==> src/rtl/re_pkg.sv <==
// Shared definitions for the resource-element symbol scheduler: FSM state
// encoding, slot geometry constants and configuration sanity helpers.
package re_pkg;

    localparam int TOTAL_SC   = 1200;
    localparam int SC_PER_RB  = 12;
    localparam int N_SYM_SLOT = 14;

    typedef enum logic [2:0] {
        ST_IDLE     = 3'd0,
        ST_CHECK    = 3'd1,
        ST_WAIT_SRC = 3'd2,
        ST_START    = 3'd3,
        ST_MAP      = 3'd4,
        ST_NEXT     = 3'd5,
        ST_DONE     = 3'd6
    } sched_state_e;

    // One past the last allocated subcarrier, computed at 12 bits so the
    // worst case (2047 + 127*12 = 3571) never wraps.
    function automatic logic [11:0] alloc_end(input logic [10:0] n_sc,
                                              input logic [6:0]  n_rb);
        return {1'b0, n_sc} + ({5'd0, n_rb} * 12'(SC_PER_RB));
    endfunction

    // True when a latched slot configuration cannot be scheduled.
    function automatic logic cfg_invalid(input logic [3:0]  sym_start,
                                         input logic [3:0]  sym_end,
                                         input logic [10:0] n_sc,
                                         input logic [6:0]  n_rb);
        return (sym_start > sym_end)
            || (sym_end > 4'(N_SYM_SLOT - 1))
            || (n_rb == 7'd0)
            || (alloc_end(n_sc, n_rb) > 12'(TOTAL_SC));
    endfunction

endpackage

==> src/rtl/re_sched_timer.sv <==
// Per-state wait timer: cleared while idle-side states run, counts every
// cycle the scheduler waits, and flags expiry on the cycle whose increment
// would bring the count to TO_MAX.
module re_sched_timer
    import re_pkg::*;
#(
    parameter int              TO_W   = 16,
    parameter logic [TO_W-1:0] TO_MAX = 16'd4095
) (
    input  logic clk_i,
    input  logic rst_i,
    input  logic clr_i,
    input  logic en_i,
    output logic expire_o
);

    logic [TO_W-1:0] count_q;

    assign expire_o = en_i && (count_q == (TO_MAX - TO_W'(1)));

    // Wait-cycle counter: clear has priority over counting.
    always_ff @(posedge clk_i) begin
        if (rst_i) begin
            count_q <= '0;
        end else if (clr_i) begin
            count_q <= '0;
        end else if (en_i) begin
            count_q <= count_q + TO_W'(1);
        end else begin
            count_q <= count_q;
        end
    end

endmodule

==> src/rtl/re_symbol_scheduler.sv <==
// PUSCH slot scheduler: accepts a slot configuration, validates it, then
// launches the RE mapper once per symbol from Sym_Start to Sym_End, waiting
// for the DMRS or FFT source of each symbol and guarding every wait with a
// timeout. All outputs are registered.
module re_symbol_scheduler
    import re_pkg::*;
#(
    parameter int              TO_W   = 16,
    parameter logic [TO_W-1:0] TO_MAX = 16'd4095
) (
    input  logic        CLK_RE,
    input  logic        RST_RE,
    input  logic        Cfg_Valid,
    output logic        Cfg_Ready,
    input  logic [10:0] N_sc,
    input  logic [6:0]  N_rb,
    input  logic [3:0]  Sym_Start,
    input  logic [3:0]  Sym_End,
    input  logic [13:0] Dmrs_Mask,
    input  logic        DMRS_Done,
    input  logic        FFT_Done,
    input  logic        Map_Sym_Done,
    input  logic        Abort,
    output logic        Map_Start,
    output logic        Map_Is_Dmrs,
    output logic [3:0]  Map_Sym,
    output logic [10:0] Map_N_sc,
    output logic [6:0]  Map_N_rb,
    output logic        Busy,
    output logic        Slot_Done,
    output logic        Cfg_Err,
    output logic        Timeout_Err
);

    sched_state_e state_q, state_d;

    logic        cfg_ready_q, busy_q, map_start_q, slot_done_q;
    logic        cfg_err_q, timeout_err_q, map_is_dmrs_q;
    logic [10:0] n_sc_q;
    logic [6:0]  n_rb_q;
    logic [3:0]  sym_start_q, sym_end_q, map_sym_q;
    logic [13:0] dmrs_mask_q;

    logic handshake_s, cfg_bad_s, src_rdy_s, timeout_s;
    logic tmr_en_s, tmr_clr_s, tmr_expire_s;

    assign handshake_s = (state_q == ST_IDLE) && Cfg_Valid && cfg_ready_q && !Abort;
    assign cfg_bad_s   = cfg_invalid(sym_start_q, sym_end_q, n_sc_q, n_rb_q);
    assign src_rdy_s   = dmrs_mask_q[map_sym_q] ? DMRS_Done : FFT_Done;

    // The counter runs only while waiting; any other state holds it clear,
    // so it starts from zero on every entry into WAIT_SRC or MAP.
    assign tmr_en_s  = (state_q == ST_WAIT_SRC) || (state_q == ST_MAP);
    assign tmr_clr_s = !tmr_en_s;

    // Forward progress wins over an expiring timer in the same cycle.
    assign timeout_s = !Abort && tmr_expire_s &&
                       (((state_q == ST_WAIT_SRC) && !src_rdy_s) ||
                        ((state_q == ST_MAP) && !Map_Sym_Done));

    re_sched_timer #(
        .TO_W   (TO_W),
        .TO_MAX (TO_MAX)
    ) u_timer (
        .clk_i    (CLK_RE),
        .rst_i    (RST_RE),
        .clr_i    (tmr_clr_s),
        .en_i     (tmr_en_s),
        .expire_o (tmr_expire_s)
    );

    // Next-state decode; Abort overrides everything else.
    always_comb begin
        state_d = state_q;
        if (Abort) begin
            state_d = ST_IDLE;
        end else begin
            case (state_q)
                ST_IDLE: begin
                    if (Cfg_Valid && cfg_ready_q) state_d = ST_CHECK;
                    else                          state_d = ST_IDLE;
                end
                ST_CHECK: begin
                    if (cfg_bad_s) state_d = ST_IDLE;
                    else           state_d = ST_WAIT_SRC;
                end
                ST_WAIT_SRC: begin
                    if (src_rdy_s)         state_d = ST_START;
                    else if (tmr_expire_s) state_d = ST_IDLE;
                    else                   state_d = ST_WAIT_SRC;
                end
                ST_START: state_d = ST_MAP;
                ST_MAP: begin
                    if (Map_Sym_Done)      state_d = ST_NEXT;
                    else if (tmr_expire_s) state_d = ST_IDLE;
                    else                   state_d = ST_MAP;
                end
                ST_NEXT: begin
                    if (map_sym_q == sym_end_q) state_d = ST_DONE;
                    else                        state_d = ST_WAIT_SRC;
                end
                ST_DONE: state_d = ST_IDLE;
                default: state_d = ST_IDLE;
            endcase
        end
    end

    // FSM state and registered status/pulse outputs.
    always_ff @(posedge CLK_RE) begin
        if (RST_RE) begin
            state_q       <= ST_IDLE;
            cfg_ready_q   <= 1'b1;
            busy_q        <= 1'b0;
            map_start_q   <= 1'b0;
            slot_done_q   <= 1'b0;
            cfg_err_q     <= 1'b0;
            timeout_err_q <= 1'b0;
        end else begin
            state_q       <= state_d;
            cfg_ready_q   <= (state_d == ST_IDLE);
            busy_q        <= (state_d != ST_IDLE);
            map_start_q   <= (state_q == ST_START) && !Abort;
            slot_done_q   <= (state_q == ST_DONE) && !Abort;
            cfg_err_q     <= (state_q == ST_CHECK) && cfg_bad_s && !Abort;
            timeout_err_q <= timeout_s;
        end
    end

    // Slot configuration capture and per-symbol pointer / type tracking.
    always_ff @(posedge CLK_RE) begin
        if (RST_RE) begin
            n_sc_q        <= 11'd0;
            n_rb_q        <= 7'd0;
            sym_start_q   <= 4'd0;
            sym_end_q     <= 4'd0;
            dmrs_mask_q   <= 14'd0;
            map_sym_q     <= 4'd0;
            map_is_dmrs_q <= 1'b0;
        end else begin
            if (handshake_s) begin
                n_sc_q      <= N_sc;
                n_rb_q      <= N_rb;
                sym_start_q <= Sym_Start;
                sym_end_q   <= Sym_End;
                dmrs_mask_q <= Dmrs_Mask;
            end
            if (!Abort && (state_q == ST_CHECK) && !cfg_bad_s) begin
                map_sym_q <= sym_start_q;
            end else if (!Abort && (state_q == ST_NEXT) && (map_sym_q != sym_end_q)) begin
                map_sym_q <= map_sym_q + 4'd1;
            end
            if (!Abort && (state_q == ST_START)) begin
                map_is_dmrs_q <= dmrs_mask_q[map_sym_q];
            end
        end
    end

    assign Cfg_Ready   = cfg_ready_q;
    assign Busy        = busy_q;
    assign Map_Start   = map_start_q;
    assign Slot_Done   = slot_done_q;
    assign Cfg_Err     = cfg_err_q;
    assign Timeout_Err = timeout_err_q;
    assign Map_Is_Dmrs = map_is_dmrs_q;
    assign Map_Sym     = map_sym_q;
    assign Map_N_sc    = n_sc_q;
    assign Map_N_rb    = n_rb_q;

endmodule

==> config.mk <==
export PLATFORM = sky130hd
export DESIGN_NAME = re_symbol_scheduler
export DESIGN_NICKNAME = d
export VERILOG_FILES = /design/src/rtl/re_pkg.sv /design/src/rtl/re_sched_timer.sv /design/src/rtl/re_symbol_scheduler.sv
export SDC_FILE = /design/constraint.sdc
export NUM_CORES = 1
export LEC_CHECK = 0
export CORE_MARGIN = 5
export CORE_UTILIZATION = 55
export DETAILED_ROUTE_END_ITERATION = 8
export GPL_ROUTABILITY_DRIVEN = 0
export PLACE_DENSITY = 0.85
export SETUP_SLACK_MARGIN = 0.4
export SYNTH_ARGS = -nofsm -noshare
export SYNTH_HDL_FRONTEND = slang
export SYNTH_SLANG_ARGS = --single-unit
export TNS_END_PERCENT = 50
==> constraint.sdc <==
create_clock -name CLK_RE -period 9.65 [get_ports CLK_RE]
set_clock_uncertainty 0.15 [all_clocks]
set_input_delay 0.965 -clock CLK_RE [delete_from_list [all_inputs] [get_ports CLK_RE]]
set_output_delay 0.965 -clock CLK_RE [all_outputs]
set_load 0.005 [all_outputs]
======== Yosys cells after proc, flatten, opt, wreduce, memory -nomap -nowiden ========
Cells that the tools add are included.
word-level totals
  bits in registers ....................... 70
  output and inout port bits .............. 29
  logic and storage cells ................. 79
operators by class
  add/subtract/negate cells ............... 3
  $mul .................................... 1
  magnitude comparators ................... 4
  eq/ne operators ......................... 9
  muxes and demuxes ....................... 14
  bitwise operators ....................... 1
  reductions and logical operators ........ 32
operator list
  kind                                                             count
  case mux 3 bit (6 select lines)                                  1
  logical AND 1 bit                                                17
  adder 16 x 1 -> 16 bit, second input constant                    1
  == test 16 x 12 -> 1 bit, second input constant                  1
  adder 11 x 11 -> 12 bit                                          1
  greater-than comparator 12 x 11 -> 1 bit, second input constant  1
  2-to-1 mux 3 bit                                                 4
  == test 3 bit, second input constant                             3
  multiplier 7 x 2 -> 9 bit, second input constant                 1
  2-to-1 mux 4 bit                                                 2
  zero test 7 bit                                                  1
  == test 3 x 2 -> 1 bit, second input constant                    2
  zero test 3 bit                                                  2
  2-to-1 mux 2 bit                                                 3
  logical OR 1 bit                                                 5
  < comparator 4 x 5 -> 1 bit, second input constant               1
  adder 4 x 1 -> 4 bit, second input constant                      1
  binary-select mux 1 bit (select 4 bit)                           1
  == test 4 bit                                                    1
  greater-than comparator 4 bit                                    1
  greater-than comparator 4 bit, second input constant             1
  zero test 1 bit                                                  4
  != test 4 bit                                                    1
  == test 3 x 1 -> 1 bit, second input constant                    1
  5 further kinds                                                  7

======== Depth between registers and ports, before layout ========
  depth in word-level cells ............... 8
  gate-level depth with buffers ........... 17
  gate-level depth less buffers ........... 17

======== Hierarchy ========
A second synthesis with hierarchy kept.
unflattened totals
  cell total of the unflattened synthesis .. 458
  area, all modules ....................... 3802.4 um^2
by module, submodules not included
  module               times used  cells each  area each (um^2)  seq. area each (um^2)
  re_symbol_scheduler  1           367         2991.6            1081.0
  re_sched_timer       1           91          810.8             320.3

======== Worst setup path after synthesis ========
Ideal clock, no wire load.
  kind .................................... flip-flop to flip-flop
  start point ............................. register n_rb_q[1] (netlist: Map_N_rb[1])
  end point ............................... register map_sym_q[2] (netlist: Map_Sym[2])
  library setup time ...................... 131 ps
  arrival time ............................ 2982 ps
  required time ........................... 9369 ps
  path slack .............................. 6386 ps
  cell stages (with the launch flop) ...... 17
  path through ............................ dfxtp_1 -> ha_1 -> fa_1 -> a21o_1 -> a21oi_1 -> inv_1 -> a21oi_1 -> nor2_1 -> nor2_1 -> xnor2_1 -> ha_1 -> a21oi_1 -> o311a_1 -> and3_1 -> a31oi_2 -> mux2i_1 -> a31oi_1
on the way
  longest elaborated chain between the ends .. 7
  elaborated cells on any way between the ends .. 10
RTL lines
  item                                                           line                        source
  from (decl)                                                    re_symbol_scheduler.sv:40   logic [6:0] n_rb_q;
  from (signal assigned)                                         re_symbol_scheduler.sv:142  n_rb_q <= N_rb;
  multiplier 7 x 2 -> 9 bit                                      re_pkg.sv:23                return {1'b0, n_sc} + ({5'd0, n_rb} * 12'(SC_PER_RB));
  adder 11 x 11 -> 12 bit                                        re_pkg.sv:23
  greater-than comparator 12 x 11 -> 1 bit                       re_pkg.sv:34                || (alloc_end(n_sc, n_rb) > 12'(TOTAL_SC));
  logical OR 1 bit *                                             re_pkg.sv:34
  zero test 1 bit *                                              re_symbol_scheduler.sv:147  if (!Abort && (state_q == ST_CHECK) && !cfg_bad_s) begin
  logical AND 1 bit *                                            re_symbol_scheduler.sv:147
  2-to-1 mux 4 bit / nonzero test 2 bit (equally long branches)  -
  to (signal assigned)                                           re_symbol_scheduler.sv:148  map_sym_q <= sym_start_q;
  to (signal assigned)                                           re_symbol_scheduler.sv:150  map_sym_q <= map_sym_q + 4'd1;
  to (decl)                                                      re_symbol_scheduler.sv:41   logic [3:0] sym_start_q, sym_end_q, map_sym_q;
Every way passes the cells marked *; elsewhere a longest branch is shown, timed or not.
A chain may end at the register's enable or synchronous reset.

======== Worst setup path after layout ========
  start point ............................. register n_rb_q[2] (netlist: Map_N_rb[2])
  end point ............................... register busy_q (netlist: Busy)
on the way
  longest elaborated chain between the ends .. 8
  elaborated cells on any way between the ends .. 10
RTL lines
  item                                      line                        source
  multiplier 7 x 2 -> 9 bit                 re_pkg.sv:23
  adder 11 x 11 -> 12 bit                   re_pkg.sv:23
  greater-than comparator 12 x 11 -> 1 bit  re_pkg.sv:34
  logical OR 1 bit *                        re_pkg.sv:34
  2-to-1 mux 2 bit *                        re_symbol_scheduler.sv:84   if (cfg_bad_s) state_d = ST_IDLE;
  case mux 3 bit (6 select lines) *         re_symbol_scheduler.sv:78   case (state_q)
  2-to-1 mux 3 bit *                        re_symbol_scheduler.sv:75   if (Abort) begin
  nonzero test 3 bit *                      re_symbol_scheduler.sv:121  busy_q <= (state_d != ST_IDLE);
  to (signal assigned)                      re_symbol_scheduler.sv:121
  to (decl)                                 re_symbol_scheduler.sv:37   logic cfg_ready_q, busy_q, map_start_q, slot_done_q;
Marks and branches as above.

==> qor.yml <==
dpl-instance-area_um2: 4540
layout_worst_path_cycle_share: 0.391
min_period_ns: 3.77
synthSimpleGateAreaFrac: 0.220
post-route-cell-area_um2: 4750
netlist_area_um2: 3760
synth_compound_area_frac: 0.164
ir_worst_vdd_mv: 0.101
synth_nets: 538
grt_util_met3: 0.0666
fill_cells: 531
synth_edf_count: 0
grtUsageTotal: 0.221
rows: 30
fmax_mhz: 265
p_leak_nw: 1.90
grt_pass1_wl_um: 15400
ys_warn_count: 0
instances_no_fill: 613
htreeDepth: 3
tritoncts: "built"
numPortBuffers: 75
fin_util: 0.706
drt-pass1-iter-count: 4
endpoint_kind: "flop"
gr-usage-met1: 0.259
dp_hpwl_um: 6660
tns_ns: 0
cts-root-buf: "clkbuf_8"
slew_violations: 0
synth-adder-area-share: 0.100
power.density_nw_per_um2: 141
drcViolationCount: 0
placed_cells: 597
clk_pin_slew_ns: 0.07
antenna_found_initial: 0
core-area_um2: 6720
hold_class: "reg2reg"
routed_wl_um: 9170
rsz0062_at_grt: "no"
vias: 3394
pre_cts_slack_ns: 6.01
synth_top_family_by_area: "simple AND/OR/NAND/NOR gates"
crit_type: "reg2reg"
cts_buffers: 9
setup_viol: 0
post_cts_resized: 0
synth_flop_cell: "dfxtp_1"
max_cap_violations: 0
final_cell_mix: "nand2_1, clkdlybuf4s50_1, dfxtp_1, a21oi_1, nor2_1"
drive_above_1_share: 0.0488
ys_async_sr_fraction: 0
outcome: "finished, final reports clean"
io_pins: 76
die-area_um2: 8590
slew_headroom: 0.594
clock_sink_count: 70
floorplan.initialDensity: 0.560
grt_pass1_vias: 3328
critPathRequiredTime_ns: 9.73
synth-xor-area-share: 0.0606
drt_iter0_markers: 158
post_cts_buffers: 0
hold_viol: 0
antenna_cells: 0
avgSynthCellArea_um2: 8.14
wl_per_cell_um: 15.0
post_drt_via_cell_ratio: 5.54
global_route.peak_usage_layer: "met2"
die_w_um: 92.7
grt_max_degree: 48
gr-total-overflow: 0
worstMarginPinSlew_ns: 0.609
synth.area.mux_share: 0.0376
ys_ff_latch: 70
yosysSeqAreaShare: 0.373
area_delta_synth_final_pct: 26.2
die_h_um: 92.7
worstPathMaxFanout: 7
postRouteAntennaNets: 0
clk_latency_ns: 0.34
whs_ns: 0.305
grt.met2_usage: 0.388
fin_ws_ns: 5.88
yosysUniqueCellTypes: 54
nets: 604
cts.hold.buffers_added: 0
synth_cells: 462
crit_arrival_ns: 3.84
cts.path.max_buffers: 2
cp-start-kind: "flop"
p_total_mw: 0.671
final_common_cell: "nand2_1"
==> routing by layer <==
metal / up-vias / routed length [um]
met5: - / 0
met3: 16 / 479
met4: 0 / 136
met2: 94 / 4620
met1: 1576 / 3940
li1: 1708 / -
==> layout make-up <==
type	count	area, um^2	share of cell area
Tap cell	80	100	0.0211
Timing Repair Buffer	78	773	0.163
Clock inverter	3	68.8	0.0145
Inverter	20	75.1	0.0158
Sequential cell	70	1400	0.295
Clock buffer	13	139	0.0293
Multi-Input combinational cell	349	2190	0.461
==> final timing paths <==
check | endpoint | start | cells past startpoint | slack [ns]
min reg2reg | dmrs_mask_q[2]$_SDFFE_PP0P_ | dmrs_mask_q[2]$_SDFFE_PP0P_ | 2 | 0.31
min | dmrs_mask_q[2]$_SDFFE_PP0P_ | dmrs_mask_q[2]$_SDFFE_PP0P_ | 2 | 0.31
max reg2reg | Busy$_SDFF_PP0_ | Map_N_rb[2]$_SDFFE_PP0P_ | 13 | 5.88
max | Busy$_SDFF_PP0_ | Map_N_rb[2]$_SDFFE_PP0P_ | 13 | 5.88
==> kinds of logic after synthesis <==
group           after synthesis
simple gates                186
compound gates               99
flops                        70
buf+inv                      43
fa+ha+maj                    29
xor+xnor                     26
mux                           9
==> registers in the layout, summed over array words and instances, names as in the netlist <==
signal	count
Busy	1
Cfg_Err	1
Cfg_Ready	1
Map_Is_Dmrs	1
Map_N_rb	7
Map_N_sc	11
Map_Start	1
Map_Sym	4
Slot_Done	1
Timeout_Err	1
dmrs_mask_q	14
state_q	3
sym_end_q	4
sym_start_q	4
u_timer.count_q	16
==> report_power, final <==
part           leakage [nW]  internal [mW]  switching, mW
Combinational          1.23         0.0557         0.0534
Sequential            0.568          0.299         0.0106
Clock                 0.102          0.147          0.106
Total                  1.90          0.501          0.170
==> critical path: stages (launching register included) <==
cell	delay (ns)
dfxtp_1	0.45
ha_1	0.28
a21o_1	0.18
a21oi_1	0.22
xnor2_1	0.15
ha_1	0.33
a21oi_1	0.28
nand2_1	0.13
o211a_1	0.24
a211oi_1	0.29
mux2i_1	0.17
a311oi_1	0.52
o2bb2ai_2	0.19
a21oi_1	0.09
==> synthesized netlist by cell type (6+ instances only) <==
| cell | number | share of area |
|---|---|---|
| dfxtp_1 | 70 | 0.37 |
| xnor2_1 | 11 | 0.026 |
| inv_1 | 20 | 0.020 |
| nand2_1 | 99 | 0.099 |
| o21ai_0 | 8 | 0.011 |
| clkbuf_1 | 21 | 0.021 |
| a21o_1 | 6 | 0.012 |
| nor3_1 | 7 | 0.0093 |
| and3_1 | 7 | 0.012 |
| ha_1 | 27 | 0.090 |
| a21oi_1 | 59 | 0.079 |
| nor2_1 | 37 | 0.037 |
| nand4_1 | 6 | 0.010 |
| xor2_1 | 15 | 0.035 |
Power figures use the tool's default switching activity.
